## config.mk

```make
export PLATFORM = sky130hd
export DESIGN_NAME = imm_decode_stage
export DESIGN_NICKNAME = d
export VERILOG_FILES = /design/src/rtl/imm_pkg.sv /design/src/rtl/imm_extend_core.sv /design/src/rtl/imm_decode_stage.sv
export SDC_FILE = /design/constraint.sdc
export NUM_CORES = 1
export LEC_CHECK = 0
export BUFFER_PORTS_ARGS = -buffer_cell sky130_fd_sc_hd__buf_2
export CAP_MARGIN = 20
export CELL_PAD_IN_SITES_DETAIL_PLACEMENT = 2
export CELL_PAD_IN_SITES_GLOBAL_PLACEMENT = 2
export CORE_ASPECT_RATIO = 0.7
export CORE_MARGIN = 3
export CORE_UTILIZATION = 30
export CTS_CLUSTER_SIZE = 25
export DETAILED_ROUTE_END_ITERATION = 8
export PLACE_DENSITY_LB_ADDON = 0.1
export REMOVE_ABC_BUFFERS = 1
export SLEW_MARGIN = 10
export SYNTH_ARGS = -nofsm -noshare
export SYNTH_HDL_FRONTEND = slang
export SYNTH_SLANG_ARGS = --single-unit
export TNS_END_PERCENT = 20
```

## constraint.sdc

```tcl
create_clock -name clk -period 1.7 [get_ports clk]
set_clock_uncertainty 0.1 [all_clocks]
set_input_delay 0.255 -clock clk [delete_from_list [all_inputs] [get_ports clk]]
set_output_delay 0.255 -clock clk [all_outputs]
set_load 0.005 [all_outputs]
```

## src/rtl/imm_pkg.sv

```systemverilog
// Shared opcode constants, extension kinds and occupancy states for the
// decode-side immediate stage.
package imm_pkg;

    localparam logic [5:0] OP_REGIMM = 6'h01;
    localparam logic [5:0] OP_BEQ    = 6'h04;
    localparam logic [5:0] OP_BNE    = 6'h05;
    localparam logic [5:0] OP_BLEZ   = 6'h06;
    localparam logic [5:0] OP_BGTZ   = 6'h07;
    localparam logic [5:0] OP_ADDI   = 6'h08;
    localparam logic [5:0] OP_ADDIU  = 6'h09;
    localparam logic [5:0] OP_SLTI   = 6'h0A;
    localparam logic [5:0] OP_SLTIU  = 6'h0B;
    localparam logic [5:0] OP_ANDI   = 6'h0C;
    localparam logic [5:0] OP_ORI    = 6'h0D;
    localparam logic [5:0] OP_XORI   = 6'h0E;
    localparam logic [5:0] OP_LUI    = 6'h0F;
    localparam logic [5:0] OP_LW     = 6'h23;
    localparam logic [5:0] OP_SW     = 6'h2B;

    typedef enum logic [1:0] {
        EXT_NONE = 2'd0,
        EXT_ZERO = 2'd1,
        EXT_SIGN = 2'd2,
        EXT_LUI  = 2'd3
    } ext_kind_t;

    typedef enum logic [1:0] {
        ST_EMPTY = 2'd0,
        ST_ONE   = 2'd1,
        ST_FULL  = 2'd2
    } occ_state_t;

endpackage

```

## src/rtl/imm_extend_core.sv

```systemverilog
// Combinational opcode classifier and immediate extender.
// IMM_BRANCH_SHIFT_EN: branch immediates come out pre-scaled by 4.
module imm_extend_core
    import imm_pkg::*;
(
    input  logic [31:0] instr,
    output logic [31:0] imm,
    output logic [1:0]  kind
);

    logic [5:0]  op;
    logic [15:0] imm16;
    logic [31:0] sext;

    assign op    = instr[31:26];
    assign imm16 = instr[15:0];
    assign sext  = {{16{imm16[15]}}, imm16};

    always_comb begin
        imm  = 32'h0;
        kind = EXT_NONE;
        case (op)
            OP_LUI: begin
                imm  = {imm16, 16'h0};
                kind = EXT_LUI;
            end
            OP_REGIMM, OP_BEQ, OP_BNE, OP_BLEZ, OP_BGTZ: begin
`ifdef IMM_BRANCH_SHIFT_EN
                imm  = {{14{imm16[15]}}, imm16, 2'b00};
`else
                imm  = sext;
`endif
                kind = EXT_SIGN;
            end
            OP_ADDI, OP_ADDIU, OP_SLTI, OP_SLTIU, OP_LW, OP_SW: begin
                imm  = sext;
                kind = EXT_SIGN;
            end
            OP_ANDI, OP_ORI, OP_XORI: begin
                imm  = {16'h0, imm16};
                kind = EXT_ZERO;
            end
            default: begin
                imm  = 32'h0;
                kind = EXT_NONE;
            end
        endcase
    end

endmodule

```

## src/rtl/imm_decode_stage.sv

```systemverilog
// Decode immediate stage: extends on the input side, then a 2-entry skid
// buffer (main + skid) so in_ready depends only on registered state.
module imm_decode_stage
    import imm_pkg::*;
#(
    parameter int PC_W  = 32,
    parameter int CNT_W = 16
) (
    input  logic             clk,
    input  logic             rst_n,
    input  logic             in_valid,
    output logic             in_ready,
    input  logic [31:0]      in_instr,
    input  logic [PC_W-1:0]  in_pc,
    input  logic             flush,
    output logic             out_valid,
    input  logic             out_ready,
    output logic [31:0]      out_imm,
    output logic [1:0]       out_kind,
    output logic [PC_W-1:0]  out_pc,
    output logic [CNT_W-1:0] imm_cnt
);

    occ_state_t      state_q, state_d;
    logic [31:0]     ext_imm;
    logic [1:0]      ext_kind;
    logic [31:0]     main_imm_q, skid_imm_q;
    logic [1:0]      main_kind_q, skid_kind_q;
    logic [PC_W-1:0] main_pc_q, skid_pc_q;
    logic [CNT_W-1:0] cnt_q;
    logic            accept, issue;
    logic            load_main_in, load_skid, skid_to_main;

    imm_extend_core u_ext (
        .instr (in_instr),
        .imm   (ext_imm),
        .kind  (ext_kind)
    );

    assign in_ready  = (state_q != ST_FULL);
    assign out_valid = (state_q != ST_EMPTY);
    assign out_imm   = main_imm_q;
    assign out_kind  = main_kind_q;
    assign out_pc    = main_pc_q;
    assign imm_cnt   = cnt_q;

    assign accept = in_valid & in_ready;
    assign issue  = out_valid & out_ready;

    always_ff @(posedge clk or negedge rst_n) begin
        if (!rst_n) state_q <= ST_EMPTY;
        else        state_q <= state_d;
    end

    always_comb begin
        state_d      = state_q;
        load_main_in = 1'b0;
        load_skid    = 1'b0;
        skid_to_main = 1'b0;
        if (flush) begin
            state_d = ST_EMPTY;
        end else begin
            case (state_q)
                ST_EMPTY: begin
                    if (accept) begin
                        state_d      = ST_ONE;
                        load_main_in = 1'b1;
                    end
                end
                ST_ONE: begin
                    if (accept && issue) begin
                        load_main_in = 1'b1;
                    end else if (accept) begin
                        state_d   = ST_FULL;
                        load_skid = 1'b1;
                    end else if (issue) begin
                        state_d = ST_EMPTY;
                    end
                end
                ST_FULL: begin
                    // in_ready is low here, so only an issue can move us
                    if (issue) begin
                        state_d      = ST_ONE;
                        skid_to_main = 1'b1;
                    end
                end
                default: state_d = ST_EMPTY;
            endcase
        end
    end

    always_ff @(posedge clk or negedge rst_n) begin
        if (!rst_n) begin
            main_imm_q  <= '0;
            main_kind_q <= '0;
            main_pc_q   <= '0;
        end else if (load_main_in) begin
            main_imm_q  <= ext_imm;
            main_kind_q <= ext_kind;
            main_pc_q   <= in_pc;
        end else if (skid_to_main) begin
            main_imm_q  <= skid_imm_q;
            main_kind_q <= skid_kind_q;
            main_pc_q   <= skid_pc_q;
        end
    end

    always_ff @(posedge clk or negedge rst_n) begin
        if (!rst_n) begin
            skid_imm_q  <= '0;
            skid_kind_q <= '0;
            skid_pc_q   <= '0;
        end else if (load_skid) begin
            skid_imm_q  <= ext_imm;
            skid_kind_q <= ext_kind;
            skid_pc_q   <= in_pc;
        end
    end

    // Flushed issues do not count.
    always_ff @(posedge clk or negedge rst_n) begin
        if (!rst_n)
            cnt_q <= '0;
        else if (issue && !flush && main_kind_q != EXT_NONE && cnt_q != '1)
            cnt_q <= cnt_q + 1'b1;
    end

endmodule

```

==> out/results.md, run 1 <==
Run status
- **outcome** finished with violations
- **violations in the final reports** setup timing

Global route
- **met1 Resource Use GR** 28.22%
- **number of global-route vias before repair** 6644
- **busiest layer in global routing** met2
- **initial antenna violation count** 2
- **fraction of met2 tracks used by global routing** 35.81%
- **total congestion overflow** 0
- **maximum number of pins on one net before global-route repair** 62
- **gr usage total** 21.17%
- **met3 track demand over resource** 4.549%
- **first-pass GRT wire length** 38520 microns

Yosys
- **post-synthesis cell area** 6415 sq um
- **Post-Synth Adder-Cell Area** 0.1950%
- **most common flop cell mapped by yosys** dfrtp_1
- **number of enable-type register cells in the synthesized netlist** 0
- **number of distinct standard cells referenced by the synthesized netlist** 55
- **dominant cell type by area after synthesis** dfrtp_1
- **area share of and/or/nand/nor cells after synthesis** 16.36%
- **share of the synthesized area in the top cell type** 58.51%
- **mux share of post-synthesis cell area** 1.190%
- **xor-xnor portion of the synthesized cell area** 1.502%
- **main combinational cell family by area after synthesis** compound AO/OA/AOI/OAI gates
- **most area-consuming cells after synthesis** dfrtp_1 59%, nand2_1 8.3%, a21oi_1 4.0%
- **commonest cells in the synthesized netlist** 150 x dfrtp_1, 142 x nand2_1, 51 x a21oi_1, 36 x inv_1, 33 x o22ai_1
- **register bit total from synthesis** 150
- **total of warnings raised by yosys** 0
- **sequential area share after synthesis** 58.51%
- **Post-synth ARST share** 100.0%
- **mean instance size in the synthesized netlist** 10.23 sq um
- **library cell with the highest instance count after synthesis** dfrtp_1
- **Compound-Gate Fraction of Synth Area** 17.69%
- **Cells after Synth** 627

Timing
- **number of hold violations in the final report** 0
- **Max-slew headroom** 69.18%
- **final period demand of the worst path** 1822 ps
- **final number of max-transition violations** 0
- **final setup fails** 98
- **achievable frequency** 548.8 MHz
- **RSZ-0062 raised after global routing** yes
- **ratio of final minimum period to clock period** 107.2%
- **final critical-path setup slack** -122.1 ps
- **pin slew with the least headroom to its limit** 462.3 ps

Final layout
- **final instance area** 9699 sq um
- **antenna diode instance count** 0
- **fraction of final layout cells sized beyond drive strength 1** 37.78%
- **footprint of the multi-input gates** 2750 sq um
- **area overhead of the layout relative to synthesis** 51.20%
- **net count of the finished layout** 941
- **fill cell instance count of the final layout** 2158
- **Sequential Area** 3757 sq um
- **Non-Filler Instances** 1160

Place
- **placer's final routability congestion estimate** 0.7792
- **Placement Cell Area** 8035 sq um
- **cell count after placement** 1078
- **number of input and output port buffers inserted** 142
- **Post-DP HPWL** 16100 microns

Drt
- **WL final** 24510 microns
- **routed vias** 5995
- **number of DRC markers in iteration 0** 329
- **DRT antenna net count** 0
- **average wire per cell in the routed design** 21.13 microns
- **number of vias per cell** 5.168
- **residual DRC count** 0
- **router iterations before antenna repair** 6

Die
- **Top-Level Pins** 153
- **Starting Density** 30.74%
- **Die Width** 180.8 microns
- **number of cell rows** 44
- **total die area** 23200 sq um
- **standard cell core area** 20870 sq um
- **die height** 128.3 microns

Pwr
- **sequential fraction of design power** 43.5%
- **total internal power** 7.638 mW
- **combinational group share of total power** 17.3%
- **power per cell area** 1100 nW/um^2
- **switching power of the nets** 3.034 mW
- **switching part of the total power** 28.43%
- **part of the total power dissipated in the clock network** 39.2%
- **leakage power total** 4.770 nW
- **worst IR drop on VDD** 626.2 uV

Critical path
- **delay of the slowest cell on the worst path** 460 ps
- **buffers plus inverters on the worst setup path** 1
- **CP endpoint kind** register
- **Top Family by Delay on Critical Path** simple AND/OR/NAND/NOR gates
- **Startpoint Class** register
- **cell with the largest stage delay on the worst path** or3b_4
- **required time worst endpoint** 1950 ps
- **launching point of the worst reg2reg path** state_q[1]
- **Worst Path Arrival** 2070 ps
- **worst-case reg-to-reg path depth** 5
- **cells along the critical path** or3b_4, nor4_4, buf_12, a222oi_1, nand2_1
- **Reg2Reg Capture Point** out_imm[25]
- **kind of critical path** reg -> reg
- **Crit Path Max Fanout** 15
- **Worst R2R Setup Slack** -120 ps

Clock tree
- **cell at the root of the clock tree** clkbuf_16
- **clock insertion delay at the later pin of the skew report** 430 ps
- **clock buffer count from CTS** 17
- **clock-pin slew on the worst setup and hold paths** 70 ps
- **TritonCTS clock tree** done
- **sink count of the clock tree** 150
- **CTS H-Tree Depth** 4
- **number of buffers between clock root and the deepest sink** 2

Worst hold path
- **Hold Path End** skid_imm_q[0]
- **hold_sp** in_instr[0]
- **worst min-delay path category** in -> reg
- **cell count of the worst hold path** 2

Job
- **max capacitance violation total** 0

-- worst register-to-register path, cell delays in order, from the launching register on --
cell and delay [ps]:
dfrtp_2 450, or3b_4 460, nor4_4 350, buf_12 200, a222oi_1 90, nand2_1 100
-- power groups by stage --
stage	Combinational (mW)	Sequential, mW	Clock (mW)
after floorplan	0.690	4.56	0
after global placement	1.48	4.58	0
final	1.85	4.64	4.18
after detailed placement	1.59	4.64	0
after global routing	2.08	4.72	4.45
after CTS	1.76	4.61	4.26
-- worst max path at each step --
stage,from,to,depth (start not counted)
4_1_cts,state_q[1],out_imm[21],5
6_report,state_q[1],out_imm[25],5
3_3_place_gp,in_instr[28],skid_imm_q[30],5
3_5_place_dp,in_instr[28],skid_imm_q[24],5
2_1_floorplan,state_q[0],out_imm[16],4
5_1_grt,state_q[1],out_imm[25],6
-- what timing repair did --
item                       in CTS  in global routing
pin swaps                      22                 10
gates resized for setup        49                 50
setup endpoints to repair     116                125
hold buffers                   38                  0
setup buffers                   4                  5
cloned                          2                  2
hold endpoints to repair      174                  0
-- metal layers --
| layer | part of all wire, % | routed length (microns) |
|---|---|---|
| met2 | 49 | 12010 |
| met3 | 3.6 | 894 |
| met5 | 0.11 | 27 |
| met1 | 46 | 11380 |
| met4 | 0.83 | 204 |
-- layout by cell type, fill, tap and decap left out, types with 4 or more instances in the layout --
cell           synthesis  routed
dfrtp_1              150     147
and3_4                 0      15
a22o_1                15      15
clkbuf_16              0      19
clkinvlp_4             0       4
nor2_1                23      10
o22ai_2                0       6
a21oi_1               51      39
a222oi_1              15      15
nand2_1              142     140
buf_12                 0      18
buf_6                  0      11
inv_1                 36      36
o21ai_2                1       4
and3_1                19       4
nor2_2                 0      11
nand3_1                8       7
dlygate4sd3_1          0      38
xnor2_1                7       7
xor2_1                 4       4
a221o_1               15      15
buf_4                  1      46
buf_2                 14     140
o22ai_1               33      27
bufinv_16              0       4
a21oi_2                1      11
mux2_1                 5       4
-- cell type report --
cell class,instances,area share (%)
Clock inverter,13,1.999
Multi-Input combinational cell,405,28.35
Sequential cell,150,38.74
Inverter,36,1.393
Clock buffer,19,4.567
Tap cell,276,3.560
Timing Repair Buffer,261,21.39
-- state kept, by name, summed over array words and instances (netlist names) --
signal / cells
out_imm: 32
out_pc: 32
skid_imm_q: 32
skid_pc_q: 32
imm_cnt: 16
out_kind: 2
skid_kind_q: 2
state_q: 2
-- logic make-up after synthesis --
| group | Yosys count |
|---|---|
| buffers and inverters | 72 |
| XOR/XNOR | 11 |
| AND/OR/NAND/NOR | 226 |
| AO/OA/AOI/OAI | 160 |
| flip-flops | 150 |
| multiplexers | 7 |
| adder cells (fa/ha/maj) | 1 |
-- through the flow --
stage	utilization, %	power [mW]	hold WS, ps	TNS [ps]	setup WS (ps)
6_report	46.49	10.67	7.719	-4048	-122.1
5_1_grt	46.49	11.25	5.846	-11020	-193.1
4_1_cts	44.86	10.63	1.330	-1472	-100.4
3_5_place_dp	38.51	6.226	55.55	-10540	-285.1
3_3_place_gp	38.51	6.063	51.48	-3923	-116.2
2_1_floorplan	-	5.252	-140.6	-259930	-3681
Power figures use the tool's default switching activity.
==> inputs of run 2 (changes only) <==
--- a/config.mk
+++ b/config.mk
@@ -9,15 +9,16 @@
 export CAP_MARGIN = 20
 export CELL_PAD_IN_SITES_DETAIL_PLACEMENT = 2
 export CELL_PAD_IN_SITES_GLOBAL_PLACEMENT = 2
-export CORE_ASPECT_RATIO = 0.7
+export CORE_ASPECT_RATIO = 1.5
 export CORE_MARGIN = 3
-export CORE_UTILIZATION = 30
+export CORE_UTILIZATION = 32
 export CTS_CLUSTER_SIZE = 25
 export DETAILED_ROUTE_END_ITERATION = 8
-export PLACE_DENSITY_LB_ADDON = 0.1
+export PLACE_DENSITY = 0.79
 export REMOVE_ABC_BUFFERS = 1
 export SLEW_MARGIN = 10
 export SYNTH_ARGS = -nofsm -noshare
 export SYNTH_HDL_FRONTEND = slang
+export SYNTH_HIERARCHICAL = 1
 export SYNTH_SLANG_ARGS = --single-unit
 export TNS_END_PERCENT = 20
==> run 2 against run 1 <==
The flow still finishes with violations (setup timing). Setup slack got worse by 73 ps. Via count decreased by 4.8%. Maximum frequency shrank 3.8%. Wire length is 8.6% higher. Die area shrank 1.2%. Largest cell class unchanged. Critical path depth grew 2. Sequential power rose by 2%. Critical path type unchanged. Combinational power rose by 31%. Clock-buffer cell count did not move. Clock power increased by 7.9%. Area after synthesis rose by 5.3%.
==> out/results.md, run 2 <==
Drt
- **average wire per cell in the routed design** 24.35 microns, was 21.13 microns
- **residual DRC count** 0, unchanged
- **routed vias** 5709, was 5995
- **router iterations before antenna repair** 4, was 6
- **WL final** 26620 microns, was 24510 microns
- **number of DRC markers in iteration 0** 188, was 329
- **number of vias per cell** 5.223, was 5.168
- **DRT antenna net count** 0, unchanged

Critical path
- **required time worst endpoint** 1960 ps, was 1950 ps
- **Top Family by Delay on Critical Path** simple AND/OR/NAND/NOR gates, unchanged
- **CP endpoint kind** register, unchanged
- **Reg2Reg Capture Point** imm_cnt[7], was out_imm[25]
- **buffers plus inverters on the worst setup path** 2, was 1
- **Crit Path Max Fanout** 5, was 15
- **Worst Path Arrival** 2160 ps, was 2070 ps
- **launching point of the worst reg2reg path** imm_cnt[1], was state_q[1]
- **worst-case reg-to-reg path depth** 7, was 5
- **delay of the slowest cell on the worst path** 410 ps, was 460 ps
- **Startpoint Class** register, unchanged
- **cells along the critical path** ha_2, nand4_1, nor4_4, buf_4, buf_8, nor4_1, xor2_1, was or3b_4, nor4_4, buf_12, a222oi_1, nand2_1
- **cell with the largest stage delay on the worst path** dfrtp_1, was or3b_4
- **kind of critical path** reg -> reg, unchanged
- **Worst R2R Setup Slack** -190 ps, was -120 ps

Pwr
- **power per cell area** 1152 nW/um^2, was 1100 nW/um^2
- **switching part of the total power** 28.49%, was 28.43%
- **combinational group share of total power** 20.8%, was 17.3%
- **leakage power total** 4.982 nW, was 4.770 nW
- **switching power of the nets** 3.326 mW, was 3.034 mW
- **part of the total power dissipated in the clock network** 38.7%, was 39.2%
- **sequential fraction of design power** 40.5%, was 43.5%
- **worst IR drop on VDD** 1012 uV, was 626.2 uV
- **total internal power** 8.347 mW, was 7.638 mW
- **overall power after layout** 11.67 mW, was 10.67 mW

Job
- **max capacitance violation total** 0, unchanged

Die
- **Starting Density** 32.82%, was 30.74%
- **number of cell rows** 64, was 44
- **standard cell core area** 20580 sq um, was 20870 sq um
- **Die Width** 124.6 microns, was 180.8 microns
- **total die area** 22920 sq um, was 23200 sq um
- **die height** 183.9 microns, was 128.3 microns
- **Top-Level Pins** 153, unchanged

Yosys
- **sequential area share after synthesis** 55.58%, was 58.51%
- **share of the synthesized area in the top cell type** 55.58%, was 58.51%
- **dominant cell type by area after synthesis** dfrtp_1, unchanged
- **register bit total from synthesis** 150, unchanged
- **most common flop cell mapped by yosys** dfrtp_1, unchanged
- **number of enable-type register cells in the synthesized netlist** 0, unchanged
- **Post-synth ARST share** 100.0%, unchanged
- **Cells after Synth** 573, was 627
- **post-synthesis cell area** 6754 sq um, was 6415 sq um
- **commonest cells in the synthesized netlist** 150 x dfrtp_1, 68 x inv_1, 68 x mux2_2, 67 x o22ai_1, 41 x a21oi_2, was 150 x dfrtp_1, 142 x nand2_1, 51 x a21oi_1, 36 x inv_1, 33 x o22ai_1
- **library cell with the highest instance count after synthesis** dfrtp_1, unchanged
- **most area-consuming cells after synthesis** dfrtp_1 56%, mux2_2 11%, o22ai_1 6.2%, was dfrtp_1 59%, nand2_1 8.3%, a21oi_1 4.0%
- **total of warnings raised by yosys** 6, was 0
- **mean instance size in the synthesized netlist** 11.79 sq um, was 10.23 sq um
- **number of distinct standard cells referenced by the synthesized netlist** 46, was 55

Worst hold path
- **Hold Path End** skid_pc_q[18], was skid_imm_q[0]
- **cell count of the worst hold path** 2, unchanged
- **hold_sp** in_pc[18], was in_instr[0]
- **worst min-delay path category** in -> reg, unchanged

Timing
- **hold slack** 82.69 ps, was 7.719 ps
- **final number of max-transition violations** 0, unchanged
- **pin slew with the least headroom to its limit** 861.4 ps, was 462.3 ps
- **achievable frequency** 527.7 MHz, was 548.8 MHz
- **Max-slew headroom** 42.51%, was 69.18%
- **final period demand of the worst path** 1895 ps, was 1822 ps
- **final setup fails** 107, was 98
- **number of hold violations in the final report** 0, unchanged
- **RSZ-0062 raised after global routing** yes, unchanged
- **ratio of final minimum period to clock period** 111.5%, was 107.2%
- **final critical-path setup slack** -194.9 ps, was -122.1 ps

Clock tree
- **number of buffers between clock root and the deepest sink** 2, unchanged
- **CTS H-Tree Depth** 4, unchanged
- **TritonCTS clock tree** done, unchanged
- **clock buffer count from CTS** 17, unchanged
- **cell at the root of the clock tree** clkbuf_16, unchanged
- **clock insertion delay at the later pin of the skew report** 440 ps, was 430 ps
- **clock-pin slew on the worst setup and hold paths** 60 ps, was 70 ps
- **sink count of the clock tree** 150, unchanged

Place
- **Post-DP HPWL** 14540 microns, was 16100 microns
- **number of input and output port buffers inserted** 142, unchanged
- **placer's final routability congestion estimate** 0.7923, was 0.7792
- **Placement Cell Area** 8145 sq um, was 8035 sq um

Global route
- **fraction of met2 tracks used by global routing** 39.19%, was 35.81%
- **maximum number of pins on one net before global-route repair** 48, was 62
- **met1 Resource Use GR** 22.50%, was 28.22%
- **initial antenna violation count** 2, unchanged
- **number of global-route vias before repair** 6556, was 6644
- **busiest layer in global routing** met2, unchanged
- **total congestion overflow** 0, unchanged
- **gr usage total** 20.79%, was 21.17%
- **first-pass GRT wire length** 37420 microns, was 38520 microns
- **met3 track demand over resource** 4.041%, was 4.549%

Run status
- **violations in the final reports** setup timing, unchanged
- **outcome** finished with violations, unchanged

Final layout
- **net count of the finished layout** 884, was 941
- **most frequent cells in the layout** 148 x dfrtp_1, 140 x buf_2, 68 x inv_1, 67 x mux2_2, 54 x buf_4, was 147 x dfrtp_1, 140 x nand2_1, 140 x buf_2, 46 x buf_4, 39 x a21oi_1
- **fraction of final layout cells sized beyond drive strength 1** 55.74%, was 37.78%
- **most common library cell in the layout ignoring fill and taps** dfrtp_1, unchanged
- **final instance area** 10130 sq um, was 9699 sq um
- **area overhead of the layout relative to synthesis** 50.04%, was 51.20%
- **final core utilization** 49.24%, was 46.49%

-- run 2: logic make-up (layout without fill, tap and decap cells) --
kind of cell    Yosys count  in the layout  synth area share (%)
flops                   150            150                 55.58
simple gates             75             77                 7.596
buf+inv                 107            359                 7.317
fa+ha+maj                 1              1                0.1852
compound gates          156            156                 15.89
other cells               0              2                     0
xor+xnor                 15             15                 1.945
mux                      69             69                 11.49
-- run 2: worst max-delay path by stage --
| stage | from | depth (start not counted) | endpoint | slack, ps |
|---|---|---|---|---|
| CTS | imm_cnt[1] | 6 | imm_cnt[1] | -70 |
| global route | imm_cnt[1] | 7 | imm_cnt[7] | -310 |
| global placement | in_instr[31] | 7 | out_imm[1] | -300 |
| floorplan | state_q[1] | 3 | skid_imm_q[0] | -1380 |
| detailed placement | in_instr[31] | 6 | skid_imm_q[13] | -390 |
| finish | imm_cnt[1] | 7 | imm_cnt[7] | -190 |
-- run 2: final cells by class --
type	instances	area, sq um
tap	264	330.3
clock inverter	13	240.2
sequential	150	3756
timing repair buffer	259	1978
inverter	68	255.2
multi-input combinational	318	3115
clock buffer	19	452.9
fill	1998	10450
antenna	2	5.005
-- run 2: routing by layer --
| layer | up-vias | part of all wire (%) |
|---|---|---|
| li1 | 2514 | - |
| met1 | 2994 | 39 |
| met2 | 147 | 55 |
| met3 | 54 | 3.0 |
| met4 | 0 | 3.4 |
| met5 | - | 0 |
-- run 2: power groups by stage --
stage               clock network, mW  logic, mW  registers [mW]
floorplan                           0      0.885            4.62
detailed placement                  0       1.91            4.69
CTS                              4.58       2.11            4.65
global placement                    0       1.80            4.63
finish                           4.51       2.43            4.73
global route                     4.75       2.64            4.81
-- run 2: worst register-to-register path, stage by stage, from the launching register on --
cell     delay [ps]
dfrtp_1         410
ha_2            200
nand4_1         200
nor4_4           70
buf_4           150
buf_8           130
nor4_1          380
xor2_1          170
-- run 2: per-stage QoR --
step	setup TNS (ps)	setup WS, ps	cells
after floorplan	-176450	-1378	534
after global placement	-15160	-301.5	997
after detailed placement	-22480	-387.7	997
after CTS	-2299	-66.64	1071
after global routing	-13330	-305.9	1093
final	-7592	-194.9	1093
-- run 2: repair_timing --
| item | 4_1_cts | 5_1_grt |
|---|---|---|
| pin swaps | 38 | 12 |
| cloned | 2 | 10 |
| buffers inserted | 6 | 10 |
| setup endpoints to repair | 84 | 150 |
| hold buffers | 34 | 0 |
| hold endpoints to repair | 178 | 0 |
| gates resized for setup | 49 | 72 |
